--- src/rtl/mc_pkg.sv ---
// Shared types and constants for the missionaries/cannibals step sequencer.
// Holds the FSM encoding, the solved finish code and the per-bank population.
package mc_pkg;

   typedef enum logic [2:0] {
      ST_IDLE   = 3'd0,
      ST_RUN    = 3'd1,
      ST_PAUSED = 3'd2,
      ST_DONE   = 3'd3,
      ST_CLEAR  = 3'd4
   } mc_state_t;

   localparam logic [2:0]  FINISH_SOLVED = 3'b001;
   localparam int unsigned TOTAL         = 3;
   localparam logic [3:0]  MOVE_MAX      = 4'd15;

   function automatic logic [3:0] move_sat_inc(input logic [3:0] v);
      return (v == MOVE_MAX) ? v : v + 4'd1;
   endfunction

endpackage

--- src/rtl/mc_bank_check.sv ---
// Combinational bank-safety check: flags the position when missionaries are
// outnumbered on either the left bank (m,c) or the right bank (TOTAL-m,TOTAL-c).
module mc_bank_check
   import mc_pkg::*;
(
   input  logic [1:0] m,
   input  logic [1:0] c,
   output logic       unsafe
);

   logic [1:0] m_r;
   logic [1:0] c_r;
   logic       left_bad;
   logic       right_bad;

   assign m_r = 2'(TOTAL) - m;
   assign c_r = 2'(TOTAL) - c;

   // An empty bank of missionaries can never be eaten.
   assign left_bad  = (m   != 2'd0) && (m   < c);
   assign right_bad = (m_r != 2'd0) && (m_r < c_r);
   assign unsafe    = left_bad | right_bad;

endmodule

--- src/rtl/mc_step_sequencer.sv ---
// Sequencer that paces a river-crossing solver: auto-run, pause, single-step,
// clear, plus finish detection and a sticky unsafe-bank flag.
//
// state     | meaning
// ----------+-----------------------------------------------------------
// ST_IDLE   | waiting; start enters RUN, a step edge issues one move
// ST_RUN    | auto-stepping, one move every interval+1 clocks
// ST_PAUSED | auto-step held; step edges still issue single moves
// ST_DONE   | solved or unsafe; only restart leaves
// ST_CLEAR  | solver clear asserted for CLEAR_CYCLES clocks, then IDLE
module mc_step_sequencer
   import mc_pkg::*;
#(
   parameter int INTERVAL_W   = 8,
   parameter int CLEAR_CYCLES = 2
) (
   input  logic                  clock,
   input  logic                  reset_n,
   input  logic                  start,
   input  logic                  pause,
   input  logic                  step,
   input  logic                  restart,
   input  logic [INTERVAL_W-1:0] interval,
   input  logic [1:0]            sol_missionary,
   input  logic [1:0]            sol_cannibal,
   input  logic [2:0]            sol_finish,
   output logic                  sol_step_en,
   output logic                  sol_clear,
   output logic [3:0]            move_count,
   output logic                  busy,
   output logic                  done,
   output logic                  illegal
);

   localparam int               CLR_W    = (CLEAR_CYCLES > 2) ? $clog2(CLEAR_CYCLES) : 1;
   localparam logic [CLR_W-1:0] CLR_LOAD = CLR_W'(CLEAR_CYCLES - 1);

   mc_state_t             state;
   mc_state_t             state_nxt;
   logic [INTERVAL_W-1:0] ivl_cnt;
   logic [INTERVAL_W-1:0] ivl_cnt_nxt;
   logic [CLR_W-1:0]      clr_cnt;
   logic [CLR_W-1:0]      clr_cnt_nxt;
   logic                  step_q;
   logic                  step_rise;
   logic                  unsafe;
   logic                  solved;
   logic                  step_en_nxt;
   logic                  illegal_nxt;
   logic [3:0]            move_nxt;

   mc_bank_check u_bank_check (
      .m      (sol_missionary),
      .c      (sol_cannibal),
      .unsafe (unsafe)
   );

   assign step_rise = step & ~step_q;
   assign solved    = (sol_finish == FINISH_SOLVED);

   always_ff @(posedge clock or negedge reset_n) begin
      if (!reset_n) begin
         state       <= ST_IDLE;
         ivl_cnt     <= '0;
         clr_cnt     <= '0;
         step_q      <= 1'b0;
         sol_step_en <= 1'b0;
         move_count  <= 4'd0;
         illegal     <= 1'b0;
      end else begin
         state       <= state_nxt;
         ivl_cnt     <= ivl_cnt_nxt;
         clr_cnt     <= clr_cnt_nxt;
         step_q      <= step;
         sol_step_en <= step_en_nxt;
         move_count  <= move_nxt;
         illegal     <= illegal_nxt;
      end
   end

   always_comb begin
      state_nxt   = state;
      ivl_cnt_nxt = ivl_cnt;
      clr_cnt_nxt = clr_cnt;
      step_en_nxt = 1'b0;
      illegal_nxt = illegal;
      // The count follows the pulse that is on the wire this cycle.
      move_nxt    = sol_step_en ? move_sat_inc(move_count) : move_count;

      if (restart) begin
         state_nxt   = ST_CLEAR;
         clr_cnt_nxt = CLR_LOAD;
         move_nxt    = 4'd0;
         illegal_nxt = 1'b0;
      end else if (state == ST_CLEAR) begin
         if (clr_cnt == '0) begin
            state_nxt = ST_IDLE;
         end else begin
            clr_cnt_nxt = clr_cnt - CLR_W'(1);
         end
      end else if (unsafe) begin
         illegal_nxt = 1'b1;
         state_nxt   = ST_DONE;
      end else if (solved && ((state == ST_RUN) || (state == ST_PAUSED))) begin
         // Finishing wins over any move due this cycle.
         state_nxt = ST_DONE;
      end else begin
         case (state)
            ST_IDLE: begin
               if (start) begin
                  state_nxt   = ST_RUN;
                  ivl_cnt_nxt = interval;
               end else if (step_rise) begin
                  step_en_nxt = 1'b1;
               end
            end
            ST_RUN: begin
               if (pause) begin
                  state_nxt = ST_PAUSED;
               end else if (ivl_cnt == '0) begin
                  step_en_nxt = 1'b1;
                  ivl_cnt_nxt = interval;
               end else begin
                  ivl_cnt_nxt = ivl_cnt - INTERVAL_W'(1);
               end
            end
            ST_PAUSED: begin
               if (!pause && start) begin
                  state_nxt   = ST_RUN;
                  ivl_cnt_nxt = interval;
               end else if (step_rise) begin
                  step_en_nxt = 1'b1;
               end
            end
            default: begin
               state_nxt = state;
            end
         endcase
      end
   end

   assign sol_clear = (state == ST_CLEAR);
   assign busy      = (state == ST_RUN) || (state == ST_CLEAR);
   assign done      = (state == ST_DONE);

endmodule

--- config.mk ---
export PLATFORM = sky130hd
export DESIGN_NAME = mc_step_sequencer
export DESIGN_NICKNAME = d
export VERILOG_FILES = /design/src/rtl/mc_pkg.sv /design/src/rtl/mc_bank_check.sv /design/src/rtl/mc_step_sequencer.sv
export SDC_FILE = /design/constraint.sdc
export NUM_CORES = 1
export LEC_CHECK = 0
export ABC_AREA = 1
export BUFFER_PORTS_ARGS = -buffer_cell sky130_fd_sc_hd__buf_2
export CAP_MARGIN = 15
export CORE_AREA = 2 2 77 79
export DETAILED_ROUTE_END_ITERATION = 10
export DIE_AREA = 0 0 79 81
export PLACE_DENSITY = 0.4
export SETUP_SLACK_MARGIN = 0.5
export SLEW_MARGIN = 10
export SYNTH_ARGS = -nofsm -noshare
export SYNTH_HDL_FRONTEND = slang
export SYNTH_SLANG_ARGS = --single-unit
export TNS_END_PERCENT = 100
--- constraint.sdc ---
create_clock -name clock -period 1.8 [get_ports clock]
set_clock_uncertainty 0.05 [all_clocks]
set_input_delay 0.27 -clock clock [delete_from_list [all_inputs] [get_ports clock]]
set_output_delay 0.27 -clock clock [all_outputs]
set_load 0.005 [all_outputs]
# ---- After elaboration in Yosys (flattened, before gate mapping)
# Cells that the tools add are included.
dict set report totals {
  ff_bits 19
  latch_bits 0
  ramBits 0
  rom_bits 0
  input_bits 21
  output_inout_bits 9
  word_cells 89
  memories 0
}
dict set report op_classes {
  n_addsub 5
  multipliers 0
  div_mod_pow 0
  n_lt_le_gt_ge 2
  n_eq_ne 15
  n_shift 0
  muxes 33
  bitwise_logic 7
  n_reduce_logical 20
}
# cell n
set op_table {}
lappend op_table {{$mux W8} 4}
lappend op_table {{$mux W3} 8}
lappend op_table {{$pmux W8 S3} 1}
lappend op_table {{$mux W1} 15}
lappend op_table {{$mux W4} 3}
lappend op_table {{$reduce_bool A2 Y1} 5}
lappend op_table {{$pmux W3 S3} 1}
lappend op_table {{$logic_not A8 Y1} 1}
lappend op_table {{$ne A2 B2 Y1 const B} 4}
lappend op_table {{$reduce_and A8 Y1} 1}
lappend op_table {{$sub A8 B1 Y8 const B} 1}
lappend op_table {{$reduce_bool A7 Y1} 1}
lappend op_table {{$eq A3 B1 Y1 const B} 2}
lappend op_table {{$eq A3 B2 Y1 const B} 2}
lappend op_table {{$ne A6 B3 Y1 const B} 1}
lappend op_table {{$ne A6 B4 Y1 const B} 1}
lappend op_table {{$ne A6 B5 Y1 const B} 1}
lappend op_table {{$not A1 Y1} 5}
lappend op_table {{$reduce_and A5 Y1} 1}
lappend op_table {{$add A4 B1 Y4 const B} 1}
lappend op_table {{$eq A4 B4 Y1 const B} 1}
lappend op_table {{$logic_and A1 B1 Y1} 4}
lappend op_table {{$lt A2 B2 Y1} 2}
lappend op_table {{$reduce_and A2 Y1} 2}
lappend op_table {{12 further kinds} 14}

# ---- Longest topological paths before layout
dict set report depth {
  word_depth 9
  ltp_mapped 11
}

# ---- Modules after synthesis
# A second synthesis with hierarchy kept.
dict set report hier_totals {
  hier_cells 211
  hier_area_um2 1450.1
}
# mod n_inst cells_each area_each_um2 seq_area_each_um2
set by_module_without_submodules {}
lappend by_module_without_submodules {mc_step_sequencer 1 195 1368.8 475.5}
lappend by_module_without_submodules {mc_bank_check 1 16 81.3 0.0}

# ---- Least setup slack after synthesis
# OpenSTA, ideal clock, no wires.
dict set report synth_timing {
  path_type {register to register}
  start {register move_count[0]}
  end {register move_count[3]}
  setup_time_ps 117
  arrival_ps 1205
  required_time_ps 1633
  setup_slack_ps 429
  stages_incl_launch_ff 10
  path_cell_list {dfrtp_1 ha_1 nand3_1 nand2_1 inv_1 nand2_1 nor3_1 nand2_1 nand2_1 nor2_1}
}
dict set report synth_between {
  elab_chain_len 4
}
# item line
set synth_lines {}
lappend synth_lines {{start, declared} mc_step_sequencer.sv:29} ;# output logic [3:0] move_count,
lappend synth_lines {{start signal, assigned} mc_step_sequencer.sv:76} ;# move_count <= move_nxt;
lappend synth_lines {{$add A4 B1 Y4} mc_pkg.sv:18} ;# return (v == MOVE_MAX) ? v : v + 4'd1;
lappend synth_lines {{$mux W4} mc_pkg.sv:18}
lappend synth_lines {{$mux W4} mc_step_sequencer.sv:88} ;# move_nxt = sol_step_en ? move_sat_inc(move_count) : move_count;
lappend synth_lines {{$mux W4} mc_step_sequencer.sv:90} ;# if (restart) begin
# Parallel ways exist; a longest one is shown, timed or not. The select of a mux whose other input is x is not followed.
# A chain may end at the register's enable or synchronous reset.

# ---- Worst setup path after layout
dict set report layout_timing {
  start {register state[1]}
  end {output port done}
}
dict set report layout_between {
  elab_chain_len 1
}
# item line
set layout_lines {}
lappend layout_lines {{start, declared} mc_step_sequencer.sv:38} ;# mc_state_t state;
lappend layout_lines {{start signal, assigned} mc_step_sequencer.sv:71} ;# state <= state_nxt;
lappend layout_lines {{$eq A3 B2 Y1} mc_step_sequencer.sv:144} ;# assign done = (state == ST_DONE);
lappend layout_lines {{end, declared} mc_step_sequencer.sv:31} ;# output logic done,
# No other way between the ends.

==> flow_summary.json <==
{
  "slew_violations": 0,
  "grt_overflow": 0,
  "cp-end-kind": "output pin",
  "rows": 28,
  "period_share": 0.824,
  "holdWs_ns": 0.0884,
  "drtPass1Iterations": 4,
  "cp.depth": 4,
  "cp_num_buf_inv": 3,
  "status": "finished, final reports clean",
  "port-buffer-count": 29,
  "syn_to_final_growth_pct": 46.3,
  "antenna_left": 0,
  "drt_iter0_drc": 39,
  "r2r_cells": 9,
  "pwr-share-seq": 0.300,
  "final_cell_area_mm2": 0.00200,
  "clock_latency_ns": 0.26,
  "yosysWarningCount": 0,
  "power.switching_uw": 1080,
  "clk_pin_slew_ns": 0.08,
  "drt-total-wl_um": 3590,
  "ys_seq_elements": 19,
  "cts_tree": "done",
  "synth_cells": 200,
  "rsz0062_at_grt": "true",
  "wl_per_cell_um": 11.0,
  "synth_top_area_share": 0.347,
  "antenna_found_initial": 0,
  "fin_ws_ns": 0.316,
  "num_antenna_cells": 0,
  "hp-class": "input pin to flop",
  "synth_area_mm2": 0.00137,
  "die-area_mm2": 0.00640,
  "htreeDepth": 1,
  "cp_slowest_cell": "dfrtp_2",
  "cts_root_buf": "clkbuf_8",
  "vias": 1394,
  "synth_nets": 226,
  "gp_congestion": 0.784,
  "die_w_um": 79,
  "nFillCells": 634,
  "cp-start-kind": "flop",
  "nets": 279,
  "cpPeakStageDelay_ns": 0.44,
  "die_y_um": 81,
  "r2r-start": "state[1]",
  "cp_top_family": "flip-flops",
  "final_util": 0.353,
  "setup_tns_ns": 0,
  "setup_viol": 0,
  "crit_start": "state[1]",
  "worst-r2r-setup-slack_ns": 0.35,
  "intPower_uw": 1270,
  "drc": 0,
  "coreArea_mm2": 0.00568,
  "p_clk_frac": 0.131,
  "dp.final_hpwl_um": 2580,
  "r2r-end": "ivl_cnt[5]",
  "layout_min_cycle_time_ns": 1.48,
  "hold_viol_final": 0,
  "via_per_inst": 4.26,
  "required_ns": 1.48,
  "grt_pass1_wl_um": 5980,
  "drive_above_1_share": 0.452,
  "syn_area_per_cell_um2": 6.84,
  "yosysSeqAreaShare": 0.347,
  "numCtsBuffers": 3,
  "synth_cell_types": 28,
  "first_global_vias": 1332,
  "fmax_ghz": 0.674,
  "synthArstFlopShare": 1.00,
  "crit_type": "flop to output pin",
  "crit_end": "done",
  "p_comb_frac": 0.569,
  "synth_edf_count": 0,
  "leakagePower_uw": 0.00107,
  "synth.area.top_cells": "dfrtp_1 35%, nand2_1 21%, inv_1 5.8%",
  "timing.slew.headroom": 0.690,
  "ir_drop_uv": 530,
  "path_max_fanout": 5,
  "dp_slack_ns": 0.221,
  "cp.arrival_ns": 1.16,
  "worst_pin_slew_ns": 0.465,
  "swShare": 0.459,
  "clk_path_buf_depth": 2,
  "io_pins": 30,
  "synth_area_leader_cell": "dfrtp_1",
  "track_usage": 0.119,
  "p_per_area_mw_per_mm2": 1170,
  "grt_start_max_net_pins": 20,
  "clock-sinks": 19,
  "start_util": 0.241,
  "path_cells": "inv_4 > buf_4 > nor3_2 > buf_2",
  "synth_ff_type": "dfrtp_1",
  "place_area_mm2": 0.00165,
  "cap_violations": 0
}
[sequential cells by signal (all words and copies together), names as in the netlist]
name and count:
state 3, sol_step_en 1, ivl_cnt 8, illegal 1, move_count 4, clr_cnt 1
step_q 1
[final cells by class]
class                      instances  area, µm²  share of cell area
clock buffer                       3       41.3              0.0206
clock inverter                     1       5.00             0.00250
inverter                          28        115              0.0575
multi-input combinational        152        953               0.476
sequential                        19        479               0.239
tap                               75       93.8              0.0469
timing repair buffer              49        314               0.157
[per-stage QoR]
stage,total power (µW),std cells
after floorplan,1450,200
after global placement,1700,305
after detailed placement,1690,305
after CTS,2150,316
after global routing,2590,327
final,2350,327
[kinds of logic after synthesis]
logic type | Yosys count | share of synthesized area
XOR/XNOR | 3 | 0.0192
flip-flops | 19 | 0.347
AO/OA/AOI/OAI | 18 | 0.0795
AND/OR/NAND/NOR | 126 | 0.423
adder cells (fa/ha/maj) | 5 | 0.0457
buffers and inverters | 29 | 0.0850
[worst min path at each step]
stage | startpoint | endpoint | slack (ns) | depth (start not counted)
finish | step | step_q | 0.09 | 1
global route | step | step_q | 0.08 | 1
CTS | step | step_q | 0.08 | 1
detailed placement | reset_n | state[2] | 0.22 | 1
global placement | reset_n | state[2] | 0.21 | 1
floorplan | reset_n | clr_cnt | -0.08 | 0
[cells in the mapped netlist, types with 2 or more instances]
| cell type | instances |
|---|---|
| xor2_1 | 2 |
| inv_1 | 21 |
| ha_1 | 5 |
| inv_2 | 6 |
| nand2_1 | 77 |
| nand2_2 | 6 |
| o21ai_0 | 9 |
| nor3_1 | 2 |
| dfrtp_1 | 19 |
| nor2_2 | 2 |
| nor2_1 | 17 |
| a21oi_1 | 5 |
| nand3_2 | 2 |
| nand3_1 | 13 |
[power groups by stage]
stage / logic, µW / clock network (µW) / registers [µW]
global route: 1520 / 345 / 727
floorplan: 782 / 0 / 670
CTS: 1120 / 330 / 709
finish: 1340 / 308 / 705
global placement: 987 / 0 / 709
detailed placement: 982 / 0 / 704
[worst reg2reg max path, delay by kind of cell (launching register included)]
family / cells / cell delay, ns
AOI/OAI and AO/OA: 1 / 0.15
buffers and inverters: 2 / 0.19
and+or+nand+nor: 6 / 0.55
DFF: 1 / 0.46
[layout by cell type, fill, tap and decap left out, types with 2 or more instances in the layout]
cell type	synthesis	layout
o21ai_1	0	5
nand3_1	13	8
a21oi_1	5	5
dfrtp_2	0	3
nand2_2	6	12
dfrtp_1	19	16
buf_2	0	27
nor2_1	17	9
nand2_4	1	7
inv_1	21	15
inv_2	6	8
xor2_1	2	2
buf_4	0	18
buf_6	1	3
nand3_4	1	2
ha_1	5	3
nand2_1	77	64
nand3_2	2	6
o21ai_0	9	4
inv_4	0	4
nor2_4	1	3
clkbuf_8	0	3
nor2_2	2	8
[what timing repair did]
action                     4_1_cts  5_1_grt
hold buffers                     1        0
setup buffers                    6       11
hold endpoints to repair        19        0
pin swaps                        7       16
gates resized for setup         19       29
setup endpoints to repair       16       16
[layer usage]
layer | part of all wire | vias up | track usage
met2 | 0.49 | 29 | 0.219
met5 | 0 | - | 0
met3 | 0.050 | 2 | 0.0256
met1 | 0.45 | 638 | 0.143
met4 | 0.0045 | 0 | 0.0259
li1 | - | 725 | -
No activity file was read; power rests on OpenSTA's default activity.
